===== src/rtl/fft_pkg.sv =====
// Shared types and default sizing for the radix-2 DIF FFT butterfly scheduler.
package fft_pkg;

  localparam int unsigned DEF_LOG2N  = 4;
  localparam int unsigned DEF_RD_LAT = 1;

  typedef enum logic [1:0] {
    ST_IDLE  = 2'd0,
    ST_RUN   = 2'd1,
    ST_DRAIN = 2'd2,
    ST_DONE  = 2'd3
  } state_t;

endpackage


===== src/rtl/fft_delay_line.sv =====
// Fixed-depth register pipeline with synchronous clear; aligns write strobes with read data return.
module fft_delay_line #(
  parameter int unsigned WIDTH = 1,
  parameter int unsigned DEPTH = 1
) (
  input  logic             clk,
  input  logic             rst,
  input  logic [WIDTH-1:0] d,
  output logic [WIDTH-1:0] q
);

  if (DEPTH == 1) begin : g_one
    always_ff @(posedge clk) begin
      if (rst) begin
        q <= '0;
      end else begin
        q <= d;
      end
    end
  end else begin : g_many
    logic [DEPTH-1:0][WIDTH-1:0] pipe;

    always_ff @(posedge clk) begin
      if (rst) begin
        pipe <= '0;
      end else begin
        pipe <= {pipe[DEPTH-2:0], d};
      end
    end

    assign q = pipe[DEPTH-1];
  end

endmodule


===== src/rtl/fft_bf_sched.sv =====
// In-place radix-2 DIF FFT butterfly address scheduler: issues N/2 butterflies per stage,
// drains the RAM read latency between stages, and replays the addresses as write strobes.
module fft_bf_sched
  import fft_pkg::*;
#(
  parameter int unsigned LOG2N  = DEF_LOG2N,
  parameter int unsigned RD_LAT = DEF_RD_LAT
) (
  input  logic                       clk,
  input  logic                       rst,
  input  logic                       start,
  input  logic                       hold,
  output logic                       rd_en,
  output logic [LOG2N-1:0]           rd_addr_a,
  output logic [LOG2N-1:0]           rd_addr_b,
  output logic [LOG2N-2:0]           tw_addr,
  output logic                       wr_en,
  output logic [LOG2N-1:0]           wr_addr_a,
  output logic [LOG2N-1:0]           wr_addr_b,
  output logic [$clog2(LOG2N)-1:0]   stage,
  output logic                       busy,
  output logic                       done
);

  localparam int unsigned AW   = LOG2N;
  localparam int unsigned TW   = LOG2N - 1;
  localparam int unsigned SW   = $clog2(LOG2N);
  localparam int unsigned HALF = 1 << (LOG2N - 1);
  localparam int unsigned DW   = $clog2(RD_LAT + 1);
  localparam int unsigned LW   = 1 + 2 * AW;

  state_t          state_q, state_d;
  logic [AW-1:0]   j_q, j_d;
  logic [SW-1:0]   stage_q, stage_d;
  logic [DW-1:0]   dcnt_q, dcnt_d;
  logic            issue;
  logic [AW-1:0]   iss_j;
  logic [AW-1:0]   span;
  logic [AW-1:0]   k;
  logic [AW-1:0]   a_d;
  logic [AW-1:0]   b_d;
  logic [TW-1:0]   tw_d;
  logic [LW-1:0]   line_q;

  // Next-state, butterfly counter and issue decision for the coming cycle
  always_comb begin
    state_d = state_q;
    j_d     = j_q;
    stage_d = stage_q;
    dcnt_d  = dcnt_q;
    issue   = 1'b0;
    iss_j   = '0;

    unique case (state_q)
      ST_IDLE: begin
        if (start) begin
          state_d = ST_RUN;
          j_d     = '0;
          stage_d = '0;
          issue   = !hold;
        end
      end
      ST_RUN: begin
        if (j_q == AW'(HALF)) begin
          state_d = ST_DRAIN;
          dcnt_d  = DW'(1);
        end else begin
          issue = !hold;
        end
      end
      ST_DRAIN: begin
        if (dcnt_q == DW'(RD_LAT)) begin
          if (stage_q == SW'(LOG2N - 1)) begin
            state_d = ST_DONE;
          end else begin
            state_d = ST_RUN;
            stage_d = stage_q + SW'(1);
            j_d     = '0;
            issue   = !hold;
          end
        end else begin
          dcnt_d = dcnt_q + DW'(1);
        end
      end
      ST_DONE: begin
        state_d = ST_IDLE;
      end
      default: begin
        state_d = ST_IDLE;
      end
    endcase

    iss_j = j_d;
    if (issue) begin
      j_d = iss_j + AW'(1);
    end

    // Group base is j with the in-group bits cleared, doubled; pair partner sits one span above
    span = AW'(HALF) >> stage_d;
    k    = iss_j & (span - AW'(1));
    a_d  = ((iss_j & ~(span - AW'(1))) << 1) | k;
    b_d  = a_d | span;
    tw_d = TW'(k << stage_d);
  end

  // FSM and counter state
  always_ff @(posedge clk) begin
    if (rst) begin
      state_q <= ST_IDLE;
      j_q     <= '0;
      stage_q <= '0;
      dcnt_q  <= '0;
    end else begin
      state_q <= state_d;
      j_q     <= j_d;
      stage_q <= stage_d;
      dcnt_q  <= dcnt_d;
    end
  end

  // Registered read-side outputs; addresses stay frozen between issues
  always_ff @(posedge clk) begin
    if (rst) begin
      rd_en     <= 1'b0;
      rd_addr_a <= '0;
      rd_addr_b <= '0;
      tw_addr   <= '0;
      busy      <= 1'b0;
      done      <= 1'b0;
    end else begin
      rd_en <= issue;
      if (issue) begin
        rd_addr_a <= a_d;
        rd_addr_b <= b_d;
        tw_addr   <= tw_d;
      end
      busy <= (state_d == ST_RUN) || (state_d == ST_DRAIN);
      done <= (state_d == ST_DONE);
    end
  end

  assign stage = stage_q;

  fft_delay_line #(
    .WIDTH (LW),
    .DEPTH (RD_LAT)
  ) u_wr_delay (
    .clk (clk),
    .rst (rst),
    .d   ({rd_en, rd_addr_a, rd_addr_b}),
    .q   (line_q)
  );

  assign {wr_en, wr_addr_a, wr_addr_b} = line_q;

endmodule

===== config.mk =====
export PLATFORM = sky130hd
export DESIGN_NAME = fft_bf_sched
export DESIGN_NICKNAME = d
export VERILOG_FILES = /design/src/rtl/fft_pkg.sv /design/src/rtl/fft_delay_line.sv /design/src/rtl/fft_bf_sched.sv
export SDC_FILE = /design/constraint.sdc
export NUM_CORES = 1
export LEC_CHECK = 0
export BUFFER_PORTS_ARGS = -buffer_cell sky130_fd_sc_hd__buf_2
export CAP_MARGIN = 5
export CORE_AREA = 2 2 54 56
export CTS_CLUSTER_SIZE = 14
export DETAILED_ROUTE_END_ITERATION = 8
export DIE_AREA = 0 0 56 58
export PLACE_DENSITY_LB_ADDON = 0.1
export SYNTH_ARGS = -nofsm -noshare
export SYNTH_HDL_FRONTEND = slang
export SYNTH_SLANG_ARGS = --single-unit

===== constraint.sdc =====
create_clock -name clk -period 3.8 [get_ports clk]
set_input_delay 0.76 -clock clk [delete_from_list [all_inputs] [get_ports clk]]
set_output_delay 0.76 -clock clk [all_outputs]
set_load 0.01 [all_outputs]

==> results.cfg, run 1 <==
[sta]
rsz0062_at_grt = false
max_freq_mhz = 506
finalSetupViolations = 0
fin_crit_sh_pct = 52.0
fin_tns_setup_ps = 0
worst_pin_slew_ps = 594
hold_viol = 0
max_slew_margin_pct = 60.3
report.final.slew_viol_count = 0
min_period_ps = 1980
clock_skew_ps = 9.57

[floorplanning]
dieArea_mm2 = 0.00325
die_h_um = 58
die_x_um = 56
boundaryPins = 29
num_rows = 19
initial_core_util_pct = 53.6
core_area_mm2 = 0.00266

[synth]
synthesis.nets = 164
yosysWarnings = 0
yosysTopAreaCell = dfxtp_1
syn_area_per_cell_um2 = 8.98
synth_seq_cells = 32
synth_area_leaders = dfxtp_1 45%, nor2b_1 6.1%, nor2_1 5.0%
synth_ff_type = dfxtp_1
synth.distinct_cells = 45
async_flop_share_pct = 0
synth_top_cells_by_count = 32 x dfxtp_1, 19 x nor2_1, 14 x a21oi_1, 14 x nor2b_1, 8 x nand2_1
synth_edf_count = 0
yosys.area.top_type_share_pct = 44.9
synthCells = 159
ys_seq_area_share_pct = 44.9
post-synth-top-count-cell = dfxtp_1
synth_area_mm2 = 0.00143

[cells_and_area]
num_antenna_cells = 0
synthToLayoutAreaGrowth_pct = 14.5
finalNonFillerCells = 217
finalNetCount = 190
drive_above_1_share_pct = 26.3

[grt]
grt_pass1_wl_um = 4900
antenna_found_initial = 0
grt_overflow = 0
grt_max_degree = 28
first_global_vias = 1121
grt_usage_pct = 19.3

[cts]
cts_tree = yes
cts.sinks = 32
clock_path_buffers = 2
cts_resized = 0
clk_latency_ps = 330
clock-root-buffer = clkbuf_4
cts_made_buffers = 5
post_cts_buffers = 0
htree_levels = 2
hold_buffers = 0
clk_pin_slew_worst_paths_ps = 100

[power_and_ir_drop]
power_density_mw_per_mm2 = 421
ir_worst_vdd_uv = 269
power_leakage_uw = 0.000660

[route]
drtIter0Drc = 41
drc_errors = 0
via_per_inst = 5.72
drt-total-wl_um = 2980
ant_nets = 0
drt-wirelength-per-cell_um = 13.7
vias = 1241
dr.pass1.iters = 5

[worst_hold_path]
hold_path_class = reg -> reg

[critical_path]
path_class = reg -> reg
arrival_ps = 2250
cp.required_ps = 4070
cp-end-kind = register
crit_fanout = 12
critPathLaunchType = register

[placement]
port_buffers = 28
dp_hpwl_um = 2120
dp.cells = 209
gp_congestion = 0.926

[outcome]
run_status = complete, no violations

[run]
cap_violations = 0
## power by group
group	total (µW)	internal, µW	switching (µW)
logic	74.1	30.9	43.3
registers	361	349	11.7
clock network	253	138	116
## worst max-delay path: stages (launching register included)
cell and delay (ps):
dfxtp_1 610, a21boi_4 120, mux2i_2 380, o21ai_0 270
or3_1 410, a21oi_1 140
## metal layers
layer | share of wire, % | up-vias | global-route usage (%)
li1 | - | 608 | -
met1 | 44 | 598 | 22.8
met2 | 49 | 31 | 33.6
met3 | 5.4 | 4 | 6.03
met4 | 1.0 | 0 | 6.46
met5 | 0 | - | 0
## final cells by class
| type | count | area [µm²] |
|---|---|---|
| Clock inverter | 2 | 35.0 |
| Multi-Input combinational cell | 112 | 712 |
| Inverter | 5 | 18.8 |
| Timing Repair Buffer | 29 | 148 |
| Clock buffer | 6 | 41.3 |
| Sequential cell | 32 | 641 |
| Fill cell | 241 | 1030 |
| Tap cell | 31 | 38.8 |
## through the flow
step	hold slack, ps	setup slack, ps	total power [µW]	instance area, µm²	utilization, %
global placement	440	1760	442	1560	58.5
floorplan	459	1960	420	1430	-
detailed placement	450	1730	443	1560	58.5
global route	489	1720	717	1630	61.4
finish	461	1820	688	1630	61.4
CTS	466	1820	695	1630	61.4
## cells by family (layout without fill, tap and decap cells)
kind of cell,after synthesis,in the layout,share of synthesized area (%)
simple gates,63,63,23.8
buf+inv,15,42,5.26
xor+xnor,1,1,0.614
flops,32,32,44.9
mux,1,1,0.964
compound gates,46,46,23.7
fa+ha+maj,1,1,0.876
## sequential cells by signal, indices dropped and copies added, names as in the netlist
signal and count:
j_q 4, state_q 2, rd_en 1, dcnt_q 1, stage 2, u_wr_delay.q 9
busy 1, tw_addr 3, done 1, rd_addr_a 4, rd_addr_b 4
## final timing paths
path                           start                       to  slack (ps)  cells past startpoint
max              stage[1]$_SDFF_PP0_  tw_addr[0]$_SDFFE_PP0P_        1820                      5
min          tw_addr[1]$_SDFFE_PP0P_  tw_addr[1]$_SDFFE_PP0P_         460                      2
max reg2reg      stage[1]$_SDFF_PP0_  tw_addr[0]$_SDFFE_PP0P_        1820                      5
min reg2reg  tw_addr[1]$_SDFFE_PP0P_  tw_addr[1]$_SDFFE_PP0P_         460                      2
## cell usage in the layout, fill, tap and decap left out, types with 2 or more instances in the layout
| master | instances |
|---|---|
| nor2_1 | 19 |
| or3_1 | 4 |
| buf_2 | 28 |
| inv_1 | 5 |
| o211ai_1 | 2 |
| a211o_1 | 2 |
| a21oi_1 | 14 |
| a311oi_1 | 3 |
| o21ai_0 | 6 |
| o21ai_1 | 2 |
| nand3_1 | 4 |
| nand2_1 | 8 |
| nor3_1 | 3 |
| dfxtp_1 | 32 |
| clkbuf_4 | 5 |
| and2_1 | 2 |
| a211oi_1 | 2 |
| nand2b_1 | 2 |
| nor2b_1 | 14 |
Power figures use the tool's default switching activity.
==> inputs of run 2 (changes only) <==
CORE_AREA = 2 2 58 60   (was 2 2 54 56)
DIE_AREA = 0 0 60 62   (was 0 0 56 58)
clock period = 1.7 ns   (was 3.8 ns; I/O delays follow)
==> run 2 against run 1 <==
The run now ends with negative setup slack left. Non-clock buffer count increased by 22. Core utilization decreased by 1.4 points. Clock power is 79% higher. Critical path depth did not move. Clock skew shrank 2.8 ps. Global-route usage up 1.6 points. Hold slack worse by 100 ps. Cell count is 18% higher. First-iteration DRC count down 4.9%. Sequential share of layout area is 5.3 points lower. Sequential cell count unchanged. Cell area is 17% higher.
==> results.cfg, run 2 (synthesis gave the netlist of run 1 again) <==
[cells_and_area]
largest_reg_flops = 9
synthToLayoutAreaGrowth_pct = 33.7
final_cell_area_mm2 = 0.00191
largest_register = u_wr_delay.q
final_cell_mix = 29 x dfxtp_1, 28 x buf_2, 21 x buf_4
num_antenna_cells = 0
layout_commonest_cell = dfxtp_1
drive_above_1_share_pct = 42.1
finalNetCount = 213

[sta]
hold_ws_ps = 361
hold_viol = 0
report.final.slew_viol_count = 0
fin_crit_sh_pct = 107
finalWorstSetupSlack_ps = -122
clock_skew_ps = 6.74
finalSetupViolations = 4
max_freq_mhz = 549
max_slew_margin_pct = 72.0
worst_pin_slew_ps = 420
rsz0062_at_grt = true
fin_tns_setup_ps = -177
min_period_ps = 1820

[power_and_ir_drop]
seq_power_share_pct = 53.4
power_density_mw_per_mm2 = 782
swShare_pct = 27.2
pwr-share-comb_pct = 16.3
switchingPower_uw = 406
power_leakage_uw = 0.000788
ir_worst_vdd_uv = 372
p_int_uw = 1090
p_clk_share_pct = 30.3
p_total_uw = 1490

[cts]
cts_tree = yes
clock_path_buffers = 2
clock-root-buffer = clkbuf_4
clk_pin_slew_worst_paths_ps = 90
htree_levels = 2
cts.sinks = 32
cts_made_buffers = 5
hold_buffers = 0
clk_latency_ps = 330

[placement]
dpl_cell_area_mm2 = 0.00171
gp_congestion = 0.831
port_buffers = 28
dp_hpwl_um = 2500

[route]
via_per_inst = 5.20
drt-wirelength-per-cell_um = 14.2
vias = 1327
drt-total-wl_um = 3630
drc_errors = 0
ant_nets = 0
dr.pass1.iters = 4
drtIter0Drc = 39

[grt]
antenna_found_initial = 0
grt_usage_pct = 20.9
first_global_vias = 1166
grt_max_degree = 27
grt_pass1_wl_um = 5550
grt_overflow = 0

[worst_hold_path]
hold_path_class = in -> reg
min_path_cells = 3
hold_end = state_q[0]$_SDFF_PP0_
min_from = rst

[critical_path]
cp-end-kind = register
crit_fanout = 4
rr_startpoint = j_q[1]$_SDFF_PP0_
path_class = reg -> reg
arrival_ps = 2040
cp.required_ps = 1920
r2r_cells = 5
r2r-end = busy$_SDFF_PP0_
r2r_slack_ps = -120
critPathLaunchType = register

[floorplanning]
dieArea_mm2 = 0.00372
core_area_mm2 = 0.00318
die_x_um = 60
boundaryPins = 29
die_h_um = 62
initial_core_util_pct = 44.9
num_rows = 21

[outcome]
run_status = complete, but fails checks
violations = negative setup slack

[run]
cap_violations = 0
-- run 2: cell types whose count changed in the layout (fill, tap and decap cells not counted), sizes merged --
| cell | before | now |
|---|---|---|
| clkinv | 1 | 2 |
| buf | 29 | 51 |
| bufinv | 1 | 0 |
| o31a | 2 | 3 |
-- run 2: worst max path at each step --
stage | depth (start not counted) | start | end
after floorplan | 5 | j_q[1]$_SDFF_PP0_ | busy$_SDFF_PP0_
after global placement | 6 | dcnt_q$_SDFFE_PP0P_ | rd_addr_b[0]$_SDFFE_PP0P_
after detailed placement | 6 | dcnt_q$_SDFFE_PP0P_ | tw_addr[2]$_SDFFE_PP0P_
after CTS | 5 | j_q[1]$_SDFF_PP0_ | busy$_SDFF_PP0_
after global routing | 5 | j_q[1]$_SDFF_PP0_ | busy$_SDFF_PP0_
final | 5 | j_q[1]$_SDFF_PP0_ | busy$_SDFF_PP0_
-- run 2: layer usage --
metal / global-route usage [%] / share of wire (%) / vias to the layer above
li1: - / - / 661
met1: 26.5 / 45 / 628
met2: 33.4 / 48 / 31
met3: 4.97 / 4.7 / 7
met4: 10.5 / 2.1 / 0
met5: 0 / 0 / -
-- run 2: critical path: stages, from the launching register on --
cell and delay [ps]:
dfxtp_2 330, or4b_4 560, or3b_4 400, o21ai_2 70, ha_1 230, nor2b_1 120
-- run 2: area by class of cell --
cell class	instances	area [µm²]
sequential	32	647
multi-input combinational	113	803
inverter	5	18.8
tap	46	57.6
clock inverter	2	10.0
clock buffer	6	51.3
fill	301	1270
timing repair buffer	51	320
-- run 2: repair_timing --
item                                    4_1_cts  5_1_grt
endpoints found under the setup margin       15       16
setup buffers                                 2        2
resized for setup                             6       16
pin swaps                                     0        2
cloned                                        1        0
-- run 2: power groups by stage --
stage | sequential, µW | clock, µW | combinational, µW
2_1_floorplan | 829 | 0 | 110
3_3_place_gp | 813 | 0 | 209
3_5_place_dp | 815 | 0 | 209
4_1_cts | 797 | 469 | 225
5_1_grt | 802 | 510 | 268
6_report | 797 | 452 | 244
-- run 2: per-stage QoR --
stage | setup WS [ps] | util, % | instances
floorplan | -99.3 | - | 159
global placement | -196 | 53.9 | 242
detailed placement | -135 | 53.9 | 242
CTS | -119 | 57.7 | 253
global route | -172 | 60.0 | 255
finish | -122 | 60.0 | 255
